## config.mk

```make
export PLATFORM = sky130hd
export DESIGN_NAME = pacessor_mc
export DESIGN_NICKNAME = d
export VERILOG_FILES = /design/src/rtl/pacessor_mc.sv
export SDC_FILE = /design/constraint.sdc
export NUM_CORES = 1
export LEC_CHECK = 0
export BUFFER_PORTS_ARGS = -buffer_cell sky130_fd_sc_hd__buf_4
export CAP_MARGIN = 20
export CORE_AREA = 2 2 143 145
export CTS_CLUSTER_SIZE = 16
export DETAILED_ROUTE_END_ITERATION = 8
export DIE_AREA = 0 0 145 147
export HOLD_SLACK_MARGIN = 0.06
export PLACE_DENSITY = 0.77
export SLEW_MARGIN = 20
export SYNTH_ARGS = -nofsm -noshare
export SYNTH_HDL_FRONTEND = slang
export SYNTH_SLANG_ARGS = --single-unit
```

## constraint.sdc

```tcl
create_clock -name clk -period 5.5 [get_ports clk]
set_clock_uncertainty 0.2 [all_clocks]
set_input_delay 0.825 -clock clk [delete_from_list [all_inputs] [get_ports clk]]
set_output_delay 0.825 -clock clk [all_outputs]
set_load 0.05 [all_outputs]
```

## src/rtl/pacessor_mc.sv

```systemverilog
// ---------------------------------------------------------------------------
// pacessor_mc -- parametrised multi-cycle accumulator-style core
//
// Purpose:
//   Fetches 32-bit instruction words over a req/ack handshake and executes
//   them one at a time with a BOOT/FETCH/EXEC/OUT_WAIT/HALT state machine.
//   Holds NREG general registers of DW bits, Z/C flags, a sticky illegal-
//   opcode flag and a valid/ready output port.
//
//   Instruction fields:
//     op = inst[31:24]  rd = inst[19:16]  ra = inst[11:8]  rb = inst[3:0]
//     imm = inst[15:0] (truncated/zero-extended to DW)  target = inst[AW-1:0]
//   Register indices use only the low log2(NREG) bits of rd/ra/rb.
//
// Parameters:
//   DW      datapath / register width (4..16)
//   AW      instruction address width, PC wraps modulo 2^AW
//   NREG    register count, power of two (2..16)
//   PC_STEP PC increment per instruction
//
// Ports:
//   clk          in   rising-edge clock
//   rst_master_n in   asynchronous active-low reset
//   imem_req     out  fetch request, high only while in FETCH
//   imem_addr    out  fetch address (always equals PC)
//   imem_ack     in   fetch accepted; imem_rdata valid in the same cycle
//   imem_rdata   in   instruction word
//   out_data     out  output port data (keeps last value after accept)
//   out_valid    out  out_data valid
//   out_ready    in   consumer ready
//   halted       out  core stopped by HALT
//   illegal      out  sticky: an undefined opcode was executed
//   pc_o         out  current PC
// ---------------------------------------------------------------------------
module pacessor_mc #(
  parameter int DW      = 8,
  parameter int AW      = 5,
  parameter int NREG    = 16,
  parameter int PC_STEP = 4
) (
  input  logic          clk,
  input  logic          rst_master_n,
  output logic          imem_req,
  output logic [AW-1:0] imem_addr,
  input  logic          imem_ack,
  input  logic [31:0]   imem_rdata,
  output logic [DW-1:0] out_data,
  output logic          out_valid,
  input  logic          out_ready,
  output logic          halted,
  output logic          illegal,
  output logic [AW-1:0] pc_o
);

  localparam int RIW = $clog2(NREG);

  localparam logic [7:0] OP_NOP  = 8'h00;
  localparam logic [7:0] OP_ADD  = 8'h01;
  localparam logic [7:0] OP_SUB  = 8'h02;
  localparam logic [7:0] OP_AND  = 8'h03;
  localparam logic [7:0] OP_OR   = 8'h04;
  localparam logic [7:0] OP_XOR  = 8'h05;
  localparam logic [7:0] OP_SHL  = 8'h06;
  localparam logic [7:0] OP_LDI  = 8'h07;
  localparam logic [7:0] OP_OUT  = 8'h08;
  localparam logic [7:0] OP_JMP  = 8'h09;
  localparam logic [7:0] OP_JZ   = 8'h0A;
  localparam logic [7:0] OP_JC   = 8'h0B;
  localparam logic [7:0] OP_HALT = 8'h0C;

  typedef enum logic [2:0] {
    S_BOOT,
    S_FETCH,
    S_EXEC,
    S_OUT_WAIT,
    S_HALT
  } state_t;

  // -------------------------------------------------------------------------
  // Architectural state
  // -------------------------------------------------------------------------
  state_t          state_q;
  logic [AW-1:0]   pc_q;
  logic [31:0]     ir_q;
  logic            z_q;
  logic            c_q;
  logic            req_q;
  logic            out_valid_q;
  logic [DW-1:0]   out_data_q;
  logic            halted_q;
  logic            illegal_q;
  logic [DW-1:0]   regs_q [NREG];

  // -------------------------------------------------------------------------
  // Decode: all fields come straight from the instruction register, so the
  // register-file reads below are combinational during EXEC.
  // -------------------------------------------------------------------------
  logic [7:0]     op;
  logic [RIW-1:0] rd_idx;
  logic [RIW-1:0] ra_idx;
  logic [RIW-1:0] rb_idx;
  logic [DW-1:0]  imm;
  logic [AW-1:0]  target;
  logic [DW-1:0]  ra_val;
  logic [DW-1:0]  rb_val;
  logic           op_legal;

  assign op       = ir_q[31:24];
  assign rd_idx   = ir_q[16 +: RIW];
  assign ra_idx   = ir_q[8 +: RIW];
  assign rb_idx   = ir_q[0 +: RIW];
  assign imm      = DW'(ir_q[15:0]);
  assign target   = ir_q[AW-1:0];
  assign ra_val   = regs_q[ra_idx];
  assign rb_val   = regs_q[rb_idx];
  assign op_legal = (op <= OP_HALT);

  // Several IR bits are don't-care for some parameter sets (e.g. bits 23:20
  // and the high bits of each register field); fold them here so every bit
  // of the instruction register is visibly consumed.
  logic unused_ir;
  assign unused_ir = ^ir_q;

  // -------------------------------------------------------------------------
  // ALU: one extra bit on top carries C. For SUB the top bit is the unsigned
  // borrow, for SHL it is the bit shifted out.
  // -------------------------------------------------------------------------
  logic [DW:0]   alu_wide_d;
  logic [DW-1:0] alu_res_d;
  logic          alu_c_d;
  logic          alu_wr_d;

  always_comb begin
    alu_wide_d = '0;
    alu_wr_d   = 1'b1;
    case (op)
      OP_ADD:  alu_wide_d = {1'b0, ra_val} + {1'b0, rb_val};
      OP_SUB:  alu_wide_d = {(ra_val < rb_val), ra_val - rb_val};
      OP_AND:  alu_wide_d = {1'b0, ra_val & rb_val};
      OP_OR:   alu_wide_d = {1'b0, ra_val | rb_val};
      OP_XOR:  alu_wide_d = {1'b0, ra_val ^ rb_val};
      OP_SHL:  alu_wide_d = {ra_val, 1'b0};
      default: alu_wr_d   = 1'b0;
    endcase
  end

  assign alu_res_d = alu_wide_d[DW-1:0];
  assign alu_c_d   = alu_wide_d[DW];

  // -------------------------------------------------------------------------
  // Next PC at the end of EXEC. OUT and HALT leave the PC alone: OUT
  // advances it only when the consumer accepts the data.
  // -------------------------------------------------------------------------
  logic [AW-1:0] pc_inc_d;
  logic [AW-1:0] pc_exec_d;

  assign pc_inc_d = pc_q + AW'(PC_STEP);

  always_comb begin
    pc_exec_d = pc_inc_d;
    case (op)
      OP_JMP:           pc_exec_d = target;
      OP_JZ:            if (z_q) pc_exec_d = target;
      OP_JC:            if (c_q) pc_exec_d = target;
      OP_OUT, OP_HALT:  pc_exec_d = pc_q;
      default:          pc_exec_d = pc_inc_d;
    endcase
  end

  // -------------------------------------------------------------------------
  // Control FSM and all architectural registers. Outputs are registered and
  // updated together with the state they belong to.
  // -------------------------------------------------------------------------
  always_ff @(posedge clk or negedge rst_master_n) begin
    if (!rst_master_n) begin
      state_q     <= S_BOOT;
      pc_q        <= '0;
      ir_q        <= '0;
      z_q         <= 1'b0;
      c_q         <= 1'b0;
      req_q       <= 1'b0;
      out_valid_q <= 1'b0;
      out_data_q  <= '0;
      halted_q    <= 1'b0;
      illegal_q   <= 1'b0;
      for (int i = 0; i < NREG; i++) begin
        regs_q[i] <= '0;
      end
    end else begin
      case (state_q)
        S_BOOT: begin
          state_q <= S_FETCH;
          req_q   <= 1'b1;
        end

        S_FETCH: begin
          // Wait states are unbounded: nothing moves until the ack edge.
          if (imem_ack) begin
            ir_q    <= imem_rdata;
            req_q   <= 1'b0;
            state_q <= S_EXEC;
          end
        end

        S_EXEC: begin
          pc_q    <= pc_exec_d;
          state_q <= S_FETCH;
          req_q   <= 1'b1;

          if (alu_wr_d) begin
            regs_q[rd_idx] <= alu_res_d;
            z_q            <= (alu_res_d == '0);
            c_q            <= alu_c_d;
          end

          if (op == OP_LDI) begin
            regs_q[rd_idx] <= imm;
          end

          if (op == OP_OUT) begin
            out_data_q  <= ra_val;
            out_valid_q <= 1'b1;
            req_q       <= 1'b0;
            state_q     <= S_OUT_WAIT;
          end

          if (op == OP_HALT) begin
            halted_q <= 1'b1;
            req_q    <= 1'b0;
            state_q  <= S_HALT;
          end

          // Undefined opcodes otherwise behave exactly like NOP.
          if (!op_legal) begin
            illegal_q <= 1'b1;
          end
        end

        S_OUT_WAIT: begin
          // out_data is deliberately not cleared on accept.
          if (out_valid_q && out_ready) begin
            out_valid_q <= 1'b0;
            pc_q        <= pc_inc_d;
            req_q       <= 1'b1;
            state_q     <= S_FETCH;
          end
        end

        S_HALT: begin
          req_q <= 1'b0;
        end

        default: begin
          state_q <= S_FETCH;
          req_q   <= 1'b1;
        end
      endcase
    end
  end

  // -------------------------------------------------------------------------
  // Outputs
  // -------------------------------------------------------------------------
  assign imem_req  = req_q;
  assign imem_addr = pc_q;
  assign pc_o      = pc_q;
  assign out_data  = out_data_q;
  assign out_valid = out_valid_q;
  assign halted    = halted_q;
  assign illegal   = illegal_q;

endmodule

```

==> results by group <==
Clocking
  – Root Driver: clkbuf_16
  – Post-CTS Hold Fix Bufs: 0
  – Clock Tree Buf Depth: 2
  – CTS Buf Count: 17
  – Clock Sink Count: 174
  – Post-cts gate resize count: 0
  – Clk_lat worst skew: 0.45 ns
  – CTS tree: yes
  – H-tree lvl count: 4
  – Clock slew at reported path FFs: 0.08 ns
  – Post-CTS setup buffer count: 0

Global route
  – Initial antenna violation count: 0
  – Tot GR Track Use: 33.9%
  – Number of global-route vias before repair: 9900
  – Largest net degree at the start of global routing: 95
  – Gr ovfl total: 0
  – First-pass GRT wire length: 56200 um

Finish
  – Area delta synth->final: 9.35%
  – Layout Nets: 1187
  – Fillers: 1531
  – Final core occ: 64.3%
  – # diodes: 0
  – Layout cells sized above 1: 24.0%

Synth
  – Yosys warns: 0
  – Synth area leader: dfrtp_1
  – Top FF cell, synth: dfrtp_1
  – Mapped Cells: 1126
  – Cell area after synthesis: 11700 um^2
  – Area contributors post-synth: dfrtp_1 (37%), mux4_2 (14%), a32o_1 (5.1%), a21o_1 (4.1%), nand2_1 (2.9%)
  – Ys async rst share: 100%
  – Flops & latches, synth: 174
  – Sequential area share after synthesis: 37.3%
  – Synth Net Count: 1189
  – Post-synth cell types: 70
  – Avg Synthesized Cell Area: 10.4 um^2
  – Post-synth EDFFs: 0
  – Synth top area share: 37.3%

Floorplanning
  – Die Area: 21300 um^2
  – Initial Utilization: 58.8%
  – Core Area: 19800 um^2
  – # IOs: 58
  – Die Width: 145 um
  – Die height: 147 um
  – Site Rows: 52

Timing
  – Setup violators final: 0
  – Setup TNS: 0 ns
  – Tmin final: 4.98 ns
  – Final Hold Vio Count: 0
  – Period utilization: 90.6%
  – Worst-Margin Slew: 0.969 ns
  – RSZ-0062 raised after global routing: no
  – Slew Limit Fails: 0
  – Slew HR: 34.8%
  – Peak Freq: 201 MHz

Placement
  – Input/output buffers: 49
  – Hpwl dp: 24900 um
  – Gpl congestion: 0.947

Status
  – Status: completed

Power
  – Power Total: 5.25 mW
  – PwrDens: 411 nW/um^2
  – Maximum vdd drop: 240 uV
  – Leakage: 4.94 nW

Critical path
  – Crit path required time: 5.69 ns
  – R2r startpoint: ir_q[9]$_DFFE_PN0P_
  – Reg-to-Reg End: z_q$_DFFE_PN0P_
  – WS Path Type: reg2reg
  – Worst r2r path cells: 13
  – Worst-path fanout max: 17
  – Worst reg2reg setup slack: 0.52 ns
  – Crit path launch type: register
  – CP Capture Type: register
  – Crit path DAT: 5.17 ns

Drt
  – First drt pass iteration count: 5
  – Vias: 10.1k
  – Antenna-violating nets left: 0
  – DR WL/cell: 24.9 um
  – Drc violations: 0
  – Routed vias/inst: 7.17
  – Wirelength, routed: 35000 um
  – Detailed router's first-iteration violation count: 1331

Min path
  – Hold Crit Class: in2async

Flow run
  – Max cap viols: 0
## where the power goes
| group | total [mW] | switching [mW] | internal [mW] |
|---|---|---|---|
| Clock | 1.26 | 0.575 | 0.687 |
| Combinational | 2.04 | 1.23 | 0.804 |
| Sequential | 1.95 | 0.493 | 1.46 |
## cell families (layout without fill, tap and decap cells)
kind of cell	Yosys count	count (layout)	share of synthesized area, %
DFF	174	174	37.3
buffers and inverters	122	133	4.75
muxes	112	112	18.0
AOI/OAI and AO/OA	349	349	22.0
adders and majority gates	27	27	3.02
and+or+nand+nor	338	338	14.6
xor gates and xnor gates	4	4	0.300
## critical path, cell delays in order, from the launching register on
cell,delay (ns)
dfrtp_1,0.69
buf_4,0.34
mux4_2,0.59
mux2i_1,0.16
a21oi_1,0.11
ha_1,0.29
fa_1,0.45
a211oi_1,0.34
o21bai_1,0.15
a21o_1,0.23
a221o_1,0.32
a221o_1,0.63
nor3_1,0.28
a31o_1,0.16
## per-layer routing
metal / track usage, % / wire, um / up-vias
met5: 0 / 0 / -
met4: 13.4 / 1170 / 0
met3: 7.42 / 3050 / 108
met2: 54.6 / 16900 / 600
met1: 45.4 / 13900 / 5047
li1: - / - / 4336
## state kept, by name (all words and copies together), names as in the netlist, named ones only
| signal | count |
|---|---|
| halted | 1 |
| c_q | 1 |
| regs_q | 120 |
| z_q | 1 |
| ir_q | 24 |
| imem_addr | 5 |
| out_valid | 1 |
| imem_req | 1 |
| out_data | 8 |
| illegal | 1 |
| state_q | 3 |
## layout by cell type, fill, tap and decap left out, types with 5 or more instances in the layout
cell type,count
a211oi_1,6
a21o_1,64
a21oi_1,47
a221oi_1,5
a22o_1,16
a22oi_1,5
a311oi_1,15
a31oi_1,21
a32o_1,59
and2_1,12
buf_4,75
clkbuf_16,17
dfrtp_1,172
ha_1,25
inv_1,23
mux2_2,27
mux2i_1,10
mux4_2,73
nand2_1,89
nand2b_1,11
nand3_1,24
nor2_1,71
nor2b_1,11
nor3_1,37
o21ai_0,47
o22ai_1,23
o32ai_1,8
or2_2,41
or3_1,6
## cells in the mapped netlist (all sizes together) (3+ instances only)
| master | count |
|---|---|
| a211oi | 8 |
| a21o | 64 |
| a21oi | 50 |
| a221o | 3 |
| a221oi | 5 |
| a22o | 16 |
| a22oi | 6 |
| a311oi | 15 |
| a31o | 3 |
| a31oi | 21 |
| a32o | 59 |
| and2 | 14 |
| and3b | 3 |
| buf | 43 |
| clkbuf | 55 |
| dfrtp | 174 |
| ha | 25 |
| inv | 24 |
| mux2 | 27 |
| mux2i | 10 |
| mux4 | 75 |
| nand2 | 90 |
| nand2b | 11 |
| nand3 | 24 |
| nand3b | 3 |
| nand4 | 3 |
| nor2 | 73 |
| nor2b | 11 |
| nor3 | 39 |
| nor3b | 3 |
| nor4 | 4 |
| o21ai | 49 |
| o21bai | 4 |
| o221ai | 3 |
| o22ai | 23 |
| o2bb2ai | 3 |
| o31ai | 4 |
| o32ai | 8 |
| or2 | 44 |
| or3 | 6 |
| or4 | 3 |
## area by class of cell
cell class	instances	area [um^2]	area share [%]
Multi-Input combinational cell	830	6790	53.2
Sequential cell	174	4360	34.1
Clock inverter	11	120	0.941
Inverter	24	90.1	0.706
Timing Repair Buffer	77	594	4.66
Clock buffer	21	480	3.76
Tap cell	270	338	2.65
## per-stage QoR
stage               instance area, um^2  hold WS, ns  instances  setup slack [ns]
floorplan                         11700        0.245       1126             0.773
global placement                  12200        0.260       1375             0.599
detailed placement                12200        0.266       1375             0.612
CTS                               12800        0.282       1407             0.580
global route                      12800        0.313       1407             0.240
finish                            12800        0.273       1407             0.519
## how the worst max path moves through the flow
| stage | startpoint | end | slack [ns] | cells past startpoint |
|---|---|---|---|---|
| after floorplan | ir_q[0]$_DFFE_PN0P_ | regs_q[102]$_DFFE_PN0P_ | 0.77 | 15 |
| after global routing | ir_q[9]$_DFFE_PN0P_ | regs_q[46]$_DFFE_PN0P_ | 0.24 | 14 |
| after detailed placement | ir_q[9]$_DFFE_PN0P_ | z_q$_DFFE_PN0P_ | 0.61 | 13 |
| after global placement | ir_q[9]$_DFFE_PN0P_ | z_q$_DFFE_PN0P_ | 0.60 | 13 |
| after CTS | ir_q[9]$_DFFE_PN0P_ | z_q$_DFFE_PN0P_ | 0.58 | 13 |
| final | ir_q[9]$_DFFE_PN0P_ | z_q$_DFFE_PN0P_ | 0.52 | 13 |
(Power assumes the default switching activity.)
